File: src/rtl/ghostbus_arb2_pkg.sv
// Shared types for the two-master ghostbus arbiter: FSM state encoding and
// the read-latency counter width.
package ghostbus_arb2_pkg;

  typedef enum logic [1:0] {
    ST_IDLE  = 2'd0,
    ST_ISSUE = 2'd1,
    ST_WAIT  = 2'd2,
    ST_RESP  = 2'd3
  } state_t;

  // RD_LAT is limited to 1..15, so the countdown fits in 4 bits.
  localparam int CNT_W = 4;

endpackage

File: src/rtl/ghostbus_arb2_rr_pick2.sv
// Two-way round-robin picker: on a tie the master named by ptr wins,
// otherwise the single requester is granted.
module rr_pick2 (
  input  logic [1:0] valid,
  input  logic       ptr,
  output logic [1:0] grant
);

  always_comb begin
    grant = valid;
    if (valid == 2'b11) grant = ptr ? 2'b10 : 2'b01;
  end

endmodule

File: src/rtl/ghostbus_arb2.sv
// Round-robin arbiter sharing one ghostbus host port between two masters,
// one transaction in flight, fixed-latency read return.
module ghostbus_arb2
  import ghostbus_arb2_pkg::*;
#(
  parameter int AW     = 24,
  parameter int DW     = 32,
  parameter int RD_LAT = 1
) (
  input  logic          clk,
  input  logic          rst_n,
  input  logic [AW-1:0] m0_addr,
  input  logic [DW-1:0] m0_wdata,
  input  logic          m0_we,
  input  logic          m0_valid,
  output logic          m0_ready,
  output logic [DW-1:0] m0_rdata,
  output logic          m0_rvalid,
  input  logic [AW-1:0] m1_addr,
  input  logic [DW-1:0] m1_wdata,
  input  logic          m1_we,
  input  logic          m1_valid,
  output logic          m1_ready,
  output logic [DW-1:0] m1_rdata,
  output logic          m1_rvalid,
  output logic [AW-1:0] gb_addr,
  output logic [DW-1:0] gb_dout,
  output logic          gb_we,
  output logic          gb_re,
  input  logic [DW-1:0] gb_din,
  output logic [1:0]    dbg_state
);

  // Handshake: a request transfers in the cycle where mN_valid && mN_ready.
  // mN_valid may drop at any time before that; ready is only offered in IDLE,
  // to at most one master, and the completion is a single mN_rvalid pulse.

  localparam logic [CNT_W-1:0] LAT_LOAD = CNT_W'(RD_LAT - 1);

  state_t           state, state_nxt;
  logic             ptr;
  logic [1:0]       grant;
  logic             owner;
  logic             req_we;
  logic [CNT_W-1:0] cnt;
  logic             accept;
  logic             sel_we;

  rr_pick2 u_pick (
    .valid ({m1_valid, m0_valid}),
    .ptr   (ptr),
    .grant (grant)
  );

  assign m0_ready  = rst_n && (state == ST_IDLE) && grant[0];
  assign m1_ready  = rst_n && (state == ST_IDLE) && grant[1];
  assign accept    = m0_ready || m1_ready;
  assign sel_we    = grant[1] ? m1_we : m0_we;
  assign m0_rvalid = (state == ST_RESP) && !owner;
  assign m1_rvalid = (state == ST_RESP) && owner;
  assign dbg_state = state;

  always_ff @(posedge clk) begin
    if (!rst_n) state <= ST_IDLE;
    else        state <= state_nxt;
  end

  always_comb begin
    state_nxt = state;
    case (state)
      ST_IDLE:  if (accept) state_nxt = ST_ISSUE;
      ST_ISSUE: state_nxt = req_we ? ST_RESP : ST_WAIT;
      ST_WAIT:  if (cnt == '0) state_nxt = ST_RESP;
      ST_RESP:  state_nxt = ST_IDLE;
      default:  state_nxt = ST_IDLE;
    endcase
  end

  always_ff @(posedge clk) begin
    if (!rst_n) begin
      ptr      <= 1'b0;
      owner    <= 1'b0;
      req_we   <= 1'b0;
      cnt      <= '0;
      gb_addr  <= '0;
      gb_dout  <= '0;
      gb_we    <= 1'b0;
      gb_re    <= 1'b0;
      m0_rdata <= '0;
      m1_rdata <= '0;
    end else begin
      gb_we <= 1'b0;
      gb_re <= 1'b0;
      case (state)
        ST_IDLE: begin
          if (accept) begin
            owner   <= grant[1];
            req_we  <= sel_we;
            gb_addr <= grant[1] ? m1_addr  : m0_addr;
            gb_dout <= grant[1] ? m1_wdata : m0_wdata;
            gb_we   <= sel_we;
            gb_re   <= !sel_we;
            ptr     <= grant[0];
          end
        end
        ST_ISSUE: begin
          cnt <= LAT_LOAD;
          // Write acks return zero data; the owner sees it during RESP.
          if (req_we) begin
            if (owner) m1_rdata <= '0;
            else       m0_rdata <= '0;
          end
        end
        ST_WAIT: begin
          if (cnt == '0) begin
            if (owner) m1_rdata <= gb_din;
            else       m0_rdata <= gb_din;
          end else begin
            cnt <= cnt - 1'b1;
          end
        end
        default: ;
      endcase
    end
  end

endmodule
File: config.mk
export PLATFORM = sky130hd
export DESIGN_NAME = ghostbus_arb2
export DESIGN_NICKNAME = d
export VERILOG_FILES = /design/src/rtl/ghostbus_arb2_pkg.sv /design/src/rtl/ghostbus_arb2_rr_pick2.sv /design/src/rtl/ghostbus_arb2.sv
export SDC_FILE = /design/constraint.sdc
export NUM_CORES = 1
export LEC_CHECK = 0
export CAP_MARGIN = 20
export CORE_MARGIN = 1
export CORE_UTILIZATION = 41
export CTS_CLUSTER_SIZE = 28
export DETAILED_ROUTE_END_ITERATION = 7
export PLACE_DENSITY = 0.8
export RECOVER_POWER = 50
export REMOVE_ABC_BUFFERS = 1
export SYNTH_ARGS = -nofsm -noshare
export SYNTH_HDL_FRONTEND = slang
export SYNTH_SLANG_ARGS = --single-unit
File: constraint.sdc
create_clock -name clk -period 2.11 [get_ports clk]
set_input_delay 0.422 -clock clk [delete_from_list [all_inputs] [get_ports clk]]
set_output_delay 0.422 -clock clk [all_outputs]
set_load 0.03 [all_outputs]
==> flow_metrics.py <==
metrics = {
    "timing": {
        "fin_skew_ps": 5.08,
        "fin_crit_sh_pct": 94.5,
        "fmax_mhz": 501,
        "rsz0062_at_grt": "false",
        "setup_viol": 0,
        "fin_crit_ps": 1990,
        "setup_slack_ps": 116,
        "slew-limit-headroom_pct": 60.1,
        "slew_violations": 0,
        "hold_viol": 0,
        "tightest_slew_ps": 599,
    },
    "critical_path": {
        "path_max_fanout": 7,
        "startpoint": "dbg_state[0]",
        "critPathArrivalTime_ps": 1570,
        "r2r-end": "m1_rdata[26]",
        "cp-end-kind": "output pin",
        "cp_slowest_cell": "clkdlybuf4s50_1",
        "critPathKind": "flip-flop to output pin",
        "ff2ff_setup_slack_ps": 180,
        "r2r.worst_path.cells": 6,
        "critPathTopFamily": "buffers and inverters",
        "crit_buf_inv": 1,
        "cp_data_required_time_ps": 1690,
        "path_cells": "clkdlybuf4s50_1",
        "slowest_delay_ps": 720,
        "r2r-start": "dbg_state[0]",
        "worstSetupStartpointType": "flip-flop",
    },
    "yosys": {
        "synth_edf_count": 0,
        "yosysTopAreaCellShare_pct": 45.0,
        "postSynthCellCount": 646,
        "synth.yosys.seq_area_share_pct": 45.0,
        "synth-async-reset-ratio_pct": 0,
        "synth.area.top_cells": "dfxtp_1, mux2i_1, o21ai_0",
        "yosysTopAreaCell": "dfxtp_1",
        "ys_warn_count": 0,
        "synth_most_common_cell": "dfxtp_1",
        "syn_area_per_cell_um2": 9.02,
        "synth_cell_types": 34,
        "synth_top_flop_cell": "dfxtp_1",
        "synthTopCellsByCount": "dfxtp_1, o21ai_0, mux2i_1, nand2_1, nand3b_1",
        "synth-seq-cells": 131,
        "netlist_area_um2": 5830,
    },
    "power_and_ir_drop": {
        "internal_power_mw": 6.57,
        "p_sw_mw": 3.19,
        "seqPwrFrac_pct": 30.8,
        "power_frac_comb_pct": 33.7,
        "leakagePower_nw": 3.65,
        "power_switching_share_pct": 32.7,
        "peakVddDrop_v": 0.000565,
        "p_per_area_nw_per_um2": 1040,
        "power_frac_clock_pct": 35.5,
    },
    "detailed_routing": {
        "vias": 5721,
        "drc": 0,
        "antenna_left": 0,
        "vias_per_cell": 5.28,
        "drt_iter0_drc": 366,
        "drtPass1Iterations": 5,
        "wl_um": 17900,
        "wire_per_inst_um": 16.5,
    },
    "placement": {
        "hpwl_um": 12100,
        "gp_congestion": 0.798,
        "placed_area_um2": 8690,
        "dp_worst_setup_slack_ps": 154,
        "portBuffers": 277,
    },
    "layout": {
        "multi_input_area_um2": 2830,
        "num_antenna_cells": 0,
        "drive_gt1_share_pct": 6.76,
        "nets": 1046,
        "stdcell_area_um2": 9360,
        "seq_area_um2": 2620,
        "syn_to_final_growth_pct": 60.7,
        "fillCellCount": 1145,
    },
    "die": {
        "io_pins": 278,
        "start_util_pct": 42.0,
        "die_y_um": 121,
        "fp.dieArea_um2": 14700,
        "dieWidth_um": 121,
        "core_um2": 13900,
        "row_count": 43,
    },
    "clock_network": {
        "cts_max_level": 4,
        "clk_latency_ps": 410,
        "holdBufCountCts": 0,
        "cts_buffer_depth": 2,
        "root_buffer": "clkbuf_16",
        "numCtsBuffers": 17,
        "cts_tree": "built",
        "cts_sinks": 131,
        "clk_pin_slew_ps": 60,
    },
    "grt": {
        "overflow": 0,
        "antenna_found_initial": 0,
        "grtUsageTotal_pct": 24.2,
        "grt_first_pass_wirelength_um": 27600,
        "grt_max_degree": 108,
        "grt_pass1_vias": 5359,
    },
    "hold_path": {
        "min_from": "rst_n",
        "min_path_type": "primary input to flip-flop",
        "hold-path-endpoint": "dbg_state[0]",
        "holdPathStages": 2,
    },
    "status": {
        "status": "finished, final reports clean",
    },
    "flow_run": {
        "cap_violations": 0,
    },
}
## power groups by stage
stage	Combinational [mW]	Sequential, mW	Clock (mW)
floorplan	1.22	3.64	0
global placement	3.31	3.05	0
detailed placement	3.32	3.05	0
CTS	3.34	3.01	3.52
global route	3.53	3.05	3.63
finish	3.29	3.01	3.46
## state kept, by name, summed over array words and instances (netlist names)
name	count
cnt	4
m0_rdata	32
req_we	1
gb_re	1
dbg_state	2
gb_we	1
m1_rdata	32
owner	1
ptr	1
gb_dout	32
gb_addr	24
## layout make-up
| type | instances | area share [%] |
|---|---|---|
| clock buffers | 21 | 5.13 |
| repair buffers | 293 | 31.6 |
| clock inverters | 11 | 2.34 |
| well taps | 180 | 2.41 |
| flip-flops and latches | 131 | 28.0 |
| inverters | 8 | 0.321 |
| multi-input cells | 439 | 30.2 |
## cell usage in the layout (no fill, tap or decap), drive strengths merged, types with 2 or more instances in the layout
| master | instances |
|---|---|
| nand2 | 67 |
| o211a | 2 |
| nor2b | 2 |
| dlygate4sd3 | 59 |
| a31oi | 57 |
| nand3 | 39 |
| ha | 6 |
| buf | 19 |
| mux2i | 67 |
| nor3 | 2 |
| o211ai | 4 |
| and2 | 2 |
| bufinv | 6 |
| inv | 11 |
| clkdlybuf4s50 | 212 |
| a21oi | 5 |
| o21ai | 115 |
| nand3b | 60 |
| dfxtp | 131 |
| clkbuf | 23 |
## how the worst max path moves through the flow
| stage | to | cells after the start |
|---|---|---|
| floorplan | m1_ready | 2 |
| global route | m1_rvalid | 3 |
| finish | dbg_state[0] | 1 |
| global placement | gb_addr[21] | 6 |
| detailed placement | gb_addr[14] | 6 |
| CTS | m1_ready | 5 |
## through the flow
| stage | util [%] | hold slack (ps) | total power [mW] | std cells | setup TNS (ps) |
|---|---|---|---|---|---|
| global placement | 62.6 | 443 | 6.36 | 1051 | 0 |
| detailed placement | 62.6 | 448 | 6.38 | 1051 | 0 |
| finish | 67.5 | 334 | 9.76 | 1083 | 0 |
| CTS | 67.6 | 310 | 9.88 | 1083 | 0 |
| global route | 67.5 | 332 | 10.2 | 1083 | 0 |
| floorplan | - | 478 | 4.87 | 578 | -150810 |
## per-layer routing
metal | share of wire (%) | wire length, um | track usage (%) | vias to the layer above
met1 | 41 | 7370 | 28.3 | 2636
met4 | 2.0 | 359 | 8.64 | 0
met3 | 9.9 | 1770 | 9.87 | 27
met2 | 47 | 8390 | 39.5 | 233
li1 | - | - | - | 2825
met5 | 0 | 0 | 0 | -
## cell families after synthesis
group | after synthesis | share of synthesized area (%)
AOI/OAI and AO/OA | 187 | 18.0
muxes | 68 | 11.8
adders and majority gates | 6 | 1.29
buffers and inverters | 76 | 7.08
and+or+nand+nor | 178 | 16.9
DFF | 131 | 45.0
## what timing repair did
item | CTS | global route
gates resized for setup | 3 | 4
setup buffers | 0 | 0
setup endpoints to repair | 4 | 3
(Power assumes the default switching activity.)
